`config.mk`:
```
export PLATFORM = sky130hd
export DESIGN_NAME = fft_twiddle_cmul
export DESIGN_NICKNAME = d
export VERILOG_FILES = /design/src/rtl/fantasticfft_pkg.sv /design/src/rtl/fft_shift_add_mult.sv /design/src/rtl/fft_twiddle_cmul.sv
export SDC_FILE = /design/constraint.sdc
export NUM_CORES = 1
export LEC_CHECK = 0
export BUFFER_PORTS_ARGS = -buffer_cell sky130_fd_sc_hd__buf_2
export CORE_MARGIN = 2
export CORE_UTILIZATION = 40
export DETAILED_ROUTE_END_ITERATION = 6
export GPL_TIMING_DRIVEN = 0
export PLACE_DENSITY = 0.64
export SETUP_SLACK_MARGIN = 0.02
export SLEW_MARGIN = 10
export SYNTH_ARGS = -nofsm -noshare
export SYNTH_HDL_FRONTEND = slang
export SYNTH_SLANG_ARGS = --single-unit
```
`constraint.sdc`:
```
create_clock -name clk -period 7.9 [get_ports clk]
set_clock_uncertainty 0.05 [all_clocks]
set_input_delay 0.79 -clock clk [delete_from_list [all_inputs] [get_ports clk]]
set_output_delay 0.79 -clock clk [all_outputs]
set_load 0.03 [all_outputs]
```
`src/rtl/fantasticfft_pkg.sv`:
```
// Shared types and helpers for the FFT twiddle complex multiplier.
// Latency: none (types, constants and a combinational function only).
// Backpressure: not applicable.
package fantasticfft_pkg;

  typedef enum logic [1:0] {IDLE, MUL, SUM, DONE} cmul_state_t;

  // Order in which the four real partial products go through the multiplier.
  localparam logic [1:0] P_RR = 2'd0;  // a_re * w_re
  localparam logic [1:0] P_II = 2'd1;  // a_im * w_im
  localparam logic [1:0] P_RI = 2'd2;  // a_re * w_im
  localparam logic [1:0] P_IR = 2'd3;  // a_im * w_re

  // Convert a Q1.(width-1)-scaled sum back to integer scale:
  // round half-up, arithmetic shift, then clamp to the signed width range.
  function automatic logic signed [31:0] sat_round(input logic signed [63:0] sum,
                                                   input int width);
    logic signed [63:0] r;
    logic signed [63:0] hi;
    logic signed [63:0] lo;
    r  = (sum + (64'sd1 <<< (width - 2))) >>> (width - 1);
    hi = (64'sd1 <<< (width - 1)) - 64'sd1;
    lo = -(64'sd1 <<< (width - 1));
    if (r > hi) begin
      r = hi;
    end else if (r < lo) begin
      r = lo;
    end
    return r[31:0];
  endfunction

endpackage

```
`src/rtl/fft_shift_add_mult.sv`:
```
// Unsigned WIDTH x WIDTH shift-add multiplier, one multiplier bit per cycle.
// Latency: WIDTH cycles; bit 0 is consumed on the load edge, valid pulses after the WIDTH-th edge.
// Backpressure: none; a new load restarts it, prod holds until the next load.
module fft_shift_add_mult #(
  parameter int WIDTH = 8
) (
  input  logic                 clk,
  input  logic                 rst_n,
  input  logic                 load,
  input  logic [WIDTH-1:0]     mcand,
  input  logic [WIDTH-1:0]     mplier,
  output logic [2*WIDTH-1:0]   prod,
  output logic                 valid
);
  localparam int BW = $clog2(WIDTH);

  logic [2*WIDTH-1:0] mc;
  logic [WIDTH-1:0]   mp;
  logic [BW-1:0]      cnt;
  logic               run;

  // Accumulate the shifted multiplicand for each set multiplier bit, LSB first.
  always_ff @(posedge clk or negedge rst_n) begin
    if (!rst_n) begin
      prod  <= '0;
      mc    <= '0;
      mp    <= '0;
      cnt   <= '0;
      run   <= 1'b0;
      valid <= 1'b0;
    end else begin
      valid <= 1'b0;
      if (load) begin
        prod <= mplier[0] ? {{WIDTH{1'b0}}, mcand} : '0;
        mc   <= {{(WIDTH-1){1'b0}}, mcand, 1'b0};
        mp   <= mplier >> 1;
        cnt  <= BW'(1);
        run  <= 1'b1;
      end else if (run) begin
        if (mp[0]) begin
          prod <= prod + mc;
        end
        mc  <= mc << 1;
        mp  <= mp >> 1;
        cnt <= cnt + BW'(1);
        if (cnt == BW'(WIDTH - 1)) begin
          run   <= 1'b0;
          valid <= 1'b1;
        end
      end
    end
  end

endmodule

```
`src/rtl/fft_twiddle_cmul.sv`:
```
// Sequential complex multiply y = a * w with a Q1.(WIDTH-1) twiddle, one shared real multiplier.
// Latency: done after 4*WIDTH+1 edges from the accepting edge; back-to-back period 4*WIDTH+3.
// Backpressure: start is only sampled in IDLE; requests while busy are dropped, not queued.
module fft_twiddle_cmul
  import fantasticfft_pkg::*;
#(
  parameter int WIDTH = 8
) (
  input  logic                    clk,
  input  logic                    rst_n,
  input  logic                    start,
  input  logic [WIDTH-1:0]        a_re,
  input  logic [WIDTH-1:0]        a_im,
  input  logic [WIDTH-1:0]        w_re,
  input  logic [WIDTH-1:0]        w_im,
  output logic                    busy,
  output logic                    done,
  output logic signed [WIDTH-1:0] y_re,
  output logic signed [WIDTH-1:0] y_im
);
  localparam int BW = $clog2(WIDTH);
  localparam int PW = 2 * WIDTH + 1;

  cmul_state_t state, state_nxt;

  logic [WIDTH-1:0]    ar_q, ai_q, wr_q, wi_q;
  logic [1:0]          p;
  logic [1:0]          p_done;
  logic [BW-1:0]       b;
  logic                last_bit;
  logic                load;
  logic                neg;
  logic [WIDTH-1:0]    mcand, mplier;
  logic [2*WIDTH-1:0]  prod;
  logic                valid;
  logic signed [PW-1:0] sprod, re_acc, im_acc, re_nxt, im_nxt;

  // Magnitude as an unsigned WIDTH-bit value; the most negative input maps to 2^(WIDTH-1).
  function automatic logic [WIDTH-1:0] mag(input logic [WIDTH-1:0] x);
    return x[WIDTH-1] ? -x : x;
  endfunction

  assign last_bit = (b == BW'(WIDTH - 1));
  assign load     = (state == MUL) && (b == '0);
  assign p_done   = p - 2'd1;   // product the multiplier has just finished
  assign busy     = (state != IDLE);
  assign done     = (state == DONE);

  // Route the magnitudes of the operand pair for the current product index.
  always_comb begin
    mcand  = mag(ar_q);
    mplier = mag(wr_q);
    case (p)
      P_RR: begin mcand = mag(ar_q); mplier = mag(wr_q); end
      P_II: begin mcand = mag(ai_q); mplier = mag(wi_q); end
      P_RI: begin mcand = mag(ar_q); mplier = mag(wi_q); end
      P_IR: begin mcand = mag(ai_q); mplier = mag(wr_q); end
      default: ;
    endcase
  end

  // Re-apply the sign to the finished product and fold it into re or im.
  always_comb begin
    neg = 1'b0;
    case (p_done)
      P_RR:    neg = ar_q[WIDTH-1] ^ wr_q[WIDTH-1];
      P_II:    neg = ai_q[WIDTH-1] ^ wi_q[WIDTH-1];
      P_RI:    neg = ar_q[WIDTH-1] ^ wi_q[WIDTH-1];
      P_IR:    neg = ai_q[WIDTH-1] ^ wr_q[WIDTH-1];
      default: ;
    endcase
    sprod  = neg ? -$signed({1'b0, prod}) : $signed({1'b0, prod});
    re_nxt = re_acc;
    im_nxt = im_acc;
    if (valid) begin
      case (p_done)
        P_RR:    re_nxt = re_acc + sprod;
        P_II:    re_nxt = re_acc - sprod;
        default: im_nxt = im_acc + sprod;
      endcase
    end
  end

  fft_shift_add_mult #(.WIDTH(WIDTH)) u_mult (
    .clk    (clk),
    .rst_n  (rst_n),
    .load   (load),
    .mcand  (mcand),
    .mplier (mplier),
    .prod   (prod),
    .valid  (valid)
  );

  // State register.
  always_ff @(posedge clk or negedge rst_n) begin
    if (!rst_n) begin
      state <= IDLE;
    end else begin
      state <= state_nxt;
    end
  end

  // Next-state: MUL runs exactly 4*WIDTH cycles, SUM and DONE one cycle each.
  always_comb begin
    state_nxt = state;
    case (state)
      IDLE:    if (start) state_nxt = MUL;
      MUL:     if (last_bit && (p == P_IR)) state_nxt = SUM;
      SUM:     state_nxt = DONE;
      DONE:    state_nxt = IDLE;
      default: state_nxt = IDLE;
    endcase
  end

  // Operand capture, product/bit sequencing, accumulation and final rounding.
  always_ff @(posedge clk or negedge rst_n) begin
    if (!rst_n) begin
      ar_q   <= '0;
      ai_q   <= '0;
      wr_q   <= '0;
      wi_q   <= '0;
      p      <= '0;
      b      <= '0;
      re_acc <= '0;
      im_acc <= '0;
      y_re   <= '0;
      y_im   <= '0;
    end else begin
      case (state)
        IDLE: begin
          if (start) begin
            ar_q   <= a_re;
            ai_q   <= a_im;
            wr_q   <= w_re;
            wi_q   <= w_im;
            p      <= '0;
            b      <= '0;
            re_acc <= '0;
            im_acc <= '0;
          end
        end
        MUL: begin
          if (last_bit) begin
            b <= '0;
            p <= p + 2'd1;
          end else begin
            b <= b + BW'(1);
          end
          re_acc <= re_nxt;
          im_acc <= im_nxt;
        end
        SUM: begin
          // The last product lands this cycle, so use the folded-in next values.
          re_acc <= re_nxt;
          im_acc <= im_nxt;
          y_re   <= WIDTH'(sat_round(64'(re_nxt), WIDTH));
          y_im   <= WIDTH'(sat_round(64'(im_nxt), WIDTH));
        end
        default: ;
      endcase
    end
  end

endmodule

```
==> impl_metrics.py, run 1 <==
metrics = {
    "critical_path": {
        "critical_path.top_delay_family": "compound AO/OA/AOI/OAI gates",
        "path_max_fanout": 10,
        "critical_path.endpoint_type": "register",
        "slowest_delay_ns": 0.57,
        "critPathBufInv": 4,
        "slowest_stage": "xor3_1",
        "rr_startpoint": "p[0]",
        "startpoint_type": "register",
        "crit_type": "register to register",
        "crit_path_cell_trace": "inv_1 -> ha_1 -> or3b_4 -> a32oi_4 -> or2_1 -> buf_4 -> clkbuf_1 -> o31ai_1 -> xor2_1 -> a21oi_1 -> a211o_1 -> o21bai_1 -> xnor2_1 -> ha_1 -> a21oi_1 -> nor2b_1 -> a2111oi_2 -> o21ai_0 -> o211ai_1 -> xor3_1 -> a21o_1 -> buf_6 -> a211oi_2 -> o211ai_1",
        "critPathLaunch": "p[0]",
        "cp.required_ns": 8.15,
        "cp.arrival_ns": 6.97,
    },
    "yosys": {
        "syn_avg_cell_area_sq_um": 8.67,
        "yosysSeqAreaShare_pct": 32.2,
        "ys_top_cells_by_area": "dfrtp_1 32%, ha_1 8.3%, xnor2_1 4.6%",
        "yosysTopAreaCell": "dfrtp_1",
        "ys.flop_type": "dfrtp_1",
        "synth_cells": 1183,
        "synth_edf_count": 0,
        "syn_nets": 1289,
        "synth.top_cells.by_count": "132 x dfrtp_1, 109 x nand2_1, 97 x nor2_1",
        "synthDistinctLibCells": 81,
        "synth-seq-cells": 132,
        "synth_top_area_share_pct": 32.2,
        "yosysMostFrequentCell": "dfrtp_1",
        "yosysWarningCount": 0,
        "async_reset_ff_share_pct": 100,
        "syn_area_sq_um": 10300,
    },
    "power": {
        "ir_worst_vdd_v": 0.000187,
        "power_leakage_nw": 5.16,
        "powerDensity_nw_per_um2": 489,
    },
    "sta": {
        "fin_crit_ns": 6.72,
        "rsz0062_at_grt": "no",
        "max_freq_mhz": 149,
        "hold_viol": 0,
        "tightest_slew_ns": 0.805,
        "setup_viol": 0,
        "setup_ws_ns": 1.18,
        "drv_slew": 0,
        "tns_ns": 0,
        "timing.final.crit_share_pct": 85.1,
        "worst_slew_margin_rel_pct": 45.9,
    },
    "final_layout": {
        "synthToLayoutAreaGrowth_pct": 12.2,
        "final_area_sq_um": 11500,
        "layout-drive-gt1-share_pct": 12.0,
        "nets": 1361,
        "diodes": 0,
    },
    "clocking": {
        "hold_buffers": 0,
        "cts_max_path_buffers": 2,
        "cts_resized": 0,
        "h-tree-depth": 4,
        "clock_latency_ns": 0.44,
        "tritoncts": "built",
        "root_buffer": "clkbuf_16",
        "cts_buffers": 17,
        "postCtsSetupRepairBufs": 0,
        "cts.sinks": 132,
        "path_clk_slew_ns": 0.06,
    },
    "grt": {
        "grt_overflow": 0,
        "first_global_vias": 8607,
        "grt_use_total_pct": 19.9,
        "grt_pass1_wl_mm": 43.3,
        "antenna_found_initial": 0,
        "grt_max_degree": 88,
    },
    "floorplanning": {
        "die_w_um": 164,
        "ioPinCount": 53,
        "dieArea_sq_um": 26900,
        "initial_core_util_pct": 40.7,
        "core-area_sq_um": 25200,
        "rows": 58,
        "die_h_um": 164,
    },
    "placement": {
        "hpwl_mm": 19.6,
        "dpl_cell_area_sq_um": 11000,
        "io_buffers": 52,
        "pre_cts_slack_ns": 1.27,
        "place_congestion": 0.888,
    },
    "route": {
        "vias": 9047,
        "first_pass_iters": 5,
        "drt_iter0_markers": 646,
        "post_drt_wl_per_cell_um": 16.2,
        "ant_nets": 0,
        "drc": 0,
        "drt-total-wl_mm": 25.9,
        "via_per_inst": 5.66,
    },
    "outcome": {
        "outcome": "finished clean",
    },
    "job": {
        "drv_cap": 0,
    },
    "hold_path": {
        "hold_path_class": "input pin to asynchronous set/reset pin",
    },
}
[logic make-up after synthesis]
kind of cell | after synthesis | synth area share [%]
compound gates | 330 | 21.5
xor+xnor | 79 | 6.96
flops | 132 | 32.2
buf+inv | 104 | 4.02
fa+ha+maj | 71 | 8.88
simple gates | 401 | 19.5
mux | 66 | 6.93
[routing by layer]
layer | GRT usage, % | up-vias | wire length (um)
li1 | - | 4467 | -
met5 | 0 | - | 0
met4 | 7.14 | 0 | 562
met3 | 2.95 | 36 | 1120
met1 | 26.3 | 4307 | 11900
met2 | 33.2 | 237 | 12300
[metrics by stage]
stage	cells	util, %	total power, mW	hold slack [ns]
after detailed placement	1566	43.5	4.84	0.424
after floorplan	1183	-	3.96	0.400
after CTS	1598	45.7	5.62	0.260
final	1598	45.7	5.62	0.244
after global placement	1565	43.4	4.78	0.418
after global routing	1598	45.7	6.13	0.279
[sequential cells by signal (all words and copies together), names as in the netlist]
signal        cells
im_acc           17
re_acc           17
u_mult.prod      16
u_mult.mc        15
ai_q              8
ar_q              8
wi_q              8
wr_q              8
y_im              8
y_re              8
u_mult.mp         7
b                 3
u_mult.cnt        3
p                 2
state             2
u_mult.run        1
u_mult.valid      1
[placed cells by master (no fill, tap or decap), types with 33 or more instances in the layout]
| master | instances |
|---|---|
| a21oi_1 | 68 |
| ha_1 | 68 |
| o21ai_0 | 86 |
| nor2_1 | 97 |
| dfrtp_1 | 132 |
| buf_2 | 56 |
| inv_1 | 54 |
| xnor2_1 | 54 |
| clkbuf_1 | 33 |
| nand2_1 | 109 |
| mux2_2 | 36 |
[cell type report]
| cell class | count | area (sq um) |
|---|---|---|
| sequential | 132 | 3300 |
| tap | 330 | 413 |
| clock buffer | 20 | 447 |
| clock inverter | 12 | 97.6 |
| inverter | 54 | 203 |
| multi-input combinational | 947 | 6540 |
| timing repair buffer | 53 | 294 |
| fill | 2494 | 13700 |
| buffer | 50 | 210 |
[path summary, 6_finish.rpt]
path	cells past startpoint	slack (ns)	to
worst max-delay path	24	1.18	y_re[4]
worst max register to register	24	1.18	y_re[4]
worst min-delay path	1	0.24	y_re[1]
worst min register to register	2	0.44	re_acc[0]
max in group asynchronous	2	6.77	im_acc[2]
min in group clk	2	0.44	re_acc[0]
[power by group]
part | internal, mW | switching, mW
Sequential | 0.943 | 0.252
Clock | 0.415 | 0.337
Combinational | 1.45 | 2.23
(Power assumes the default switching activity.)
==> inputs of run 2 (changes only) <==
- ABC_AREA: default -> 1
==> impl_metrics.py, run 2 <==
metrics = {
    "sta": {
        "worst_slew_margin_rel_pct": 31.6,
        "tightest_slew_ns": 1.02,
        "tns_ns": 0,
        "rsz0062_at_grt": "no",
        "drv_slew": 0,
        "fin_crit_ns": 5.38,
        "timing.final.crit_share_pct": 68.1,
        "hold_viol": 0,
        "setup_viol": 0,
        "max_freq_mhz": 186,
    },
    "grt": {
        "antenna_found_initial": 0,
        "grt_use_total_pct": 21.1,
        "grt_overflow": 0,
        "grt_max_degree": 79,
        "grt_pass1_wl_mm": 45.2,
        "first_global_vias": 9142,
    },
    "route": {
        "via_per_inst": 5.18,
        "drt-total-wl_mm": 26.7,
        "drt_iter0_markers": 656,
        "first_pass_iters": 5,
        "ant_nets": 0,
        "vias": 9644,
        "drc": 0,
        "post_drt_wl_per_cell_um": 14.4,
    },
    "clocking": {
        "postCtsSetupRepairBufs": 0,
        "tritoncts": "built",
        "h-tree-depth": 4,
        "cts_max_path_buffers": 2,
        "root_buffer": "clkbuf_16",
        "cts_buffers": 17,
        "cts.sinks": 132,
        "cts_resized": 0,
        "hold_buffers": 0,
        "path_clk_slew_ns": 0.07,
        "clock_latency_ns": 0.45,
    },
    "outcome": {
        "outcome": "finished clean",
    },
    "critical_path": {
        "cp.arrival_ns": 5.66,
        "path_max_fanout": 10,
        "crit_type": "register to register",
        "startpoint_type": "register",
        "slowest_delay_ns": 0.40,
        "cp.required_ns": 8.18,
        "critical_path.most_common_cell": "nand2_1",
        "slowest_stage": "dfrtp_1",
        "critical_path.endpoint_type": "register",
    },
    "yosys": {
        "synth.top_cells.by_count": "380 x nand2_1, 185 x inv_1, 132 x dfrtp_1",
        "ys_top_cells_by_area": "dfrtp_1 33%, nand2_1 14%, ha_1 8.4%",
        "yosysSeqAreaShare_pct": 32.6,
        "synthDistinctLibCells": 52,
        "synth_edf_count": 0,
        "yosysMostFrequentCell": "nand2_1",
        "async_reset_ff_share_pct": 100,
        "synth-seq-cells": 132,
        "ys.flop_type": "dfrtp_1",
        "yosysTopAreaCell": "dfrtp_1",
        "synth_cells": 1445,
        "synth_top_area_share_pct": 32.6,
        "syn_nets": 1551,
        "yosysWarningCount": 0,
        "syn_avg_cell_area_sq_um": 7.01,
        "syn_area_sq_um": 10100,
    },
    "final_layout": {
        "layout-drive-gt1-share_pct": 9.67,
        "synthToLayoutAreaGrowth_pct": 13.0,
        "final_cell_mix": "380 x nand2_1, 185 x inv_1, 132 x dfrtp_1, 117 x o21ai_0, 115 x nand3_1",
        "reg.largest.list": "im_acc: 17 flops, re_acc: 17 flops, u_mult.prod: 16 flops",
        "diodes": 0,
        "nets": 1623,
        "fillCellCount": 2544,
        "final_common_cell": "nand2_1",
    },
    "placement": {
        "place_congestion": 0.908,
        "io_buffers": 52,
        "hpwl_mm": 20.6,
    },
    "floorplanning": {
        "rows": 58,
        "core-area_sq_um": 25000,
        "ioPinCount": 53,
        "initial_core_util_pct": 40.4,
        "dieArea_sq_um": 26600,
        "die_h_um": 163,
        "die_w_um": 163,
    },
    "job": {
        "drv_cap": 0,
    },
    "hold_path": {
        "hold_path_class": "input pin to asynchronous set/reset pin",
    },
}
-- run 2: worst paths after layout --
| check | startpoint | to | slack [ns] | cells after the start |
|---|---|---|---|---|
| min | rst_n | u_mult.mc[14] | 0.23 | 1 |
| min in group clk | y_re[5] | y_re[5] | 0.43 | 2 |
| min reg2reg | y_re[5] | y_re[5] | 0.43 | 2 |
| max in group asynchronous | rst_n | im_acc[7] | 6.82 | 2 |
| max | p[0] | y_re[3] | 2.52 | 35 |
| max reg2reg | p[0] | y_re[3] | 2.52 | 35 |
-- run 2: worst max-delay path, delay by kind of cell (launching register included) --
kind | cells | cell delay, ns
xor gates and xnor gates | 2 | 0.42
and+or+nand+nor | 22 | 2.44
DFF | 1 | 0.40
buffers and inverters | 5 | 0.70
adders and majority gates | 2 | 0.52
AOI/OAI and AO/OA | 4 | 0.71
-- run 2: cell type report --
class	count	area, sq um	area share (%)
inverters	190	713	6.23
clock buffers	17	425	3.72
multi-input cells	1091	5950	52.0
well taps	330	413	3.61
plain buffers	32	163	1.42
repair buffers	53	298	2.60
clock inverters	15	180	1.57
flip-flops and latches	132	3300	28.9
-- run 2: cells by family (layout without fill, tap and decap cells) --
logic type,after synthesis,in the layout,share of synthesized area (%)
and+or+nand+nor,681,681,29.3
AOI/OAI and AO/OA,291,291,16.3
buffers and inverters,222,307,8.65
DFF,132,132,32.6
adders and majority gates,71,71,8.99
xor gates and xnor gates,47,47,4.06
muxes,1,1,0.111
-- run 2: metal layers --
metal	track usage [%]	wire length, um	vias up
met2	35.2	12500	207
met3	2.82	1050	39
met1	28.4	12600	4491
met5	0	0	-
li1	-	-	4907
met4	6.15	487	0
-- run 2: per-stage QoR --
stage                     std cells  instance area, sq um  worst slack (ns)  hold WS (ns)  utilization, %
after floorplan                1445                 10100              3.42         0.403               -
after global placement         1827                 10800              2.62         0.410            43.1
after detailed placement       1828                 10800              2.60         0.412            43.3
after CTS                      1860                 11400              2.57         0.255            45.7
after global routing           1860                 11400              1.73         0.272            45.7
final                          1860                 11400              2.52         0.227            45.7
Power of run 2 is not shown: default switching activity piles up to over one toggle a cycle in this logic, so the estimate is an artifact.
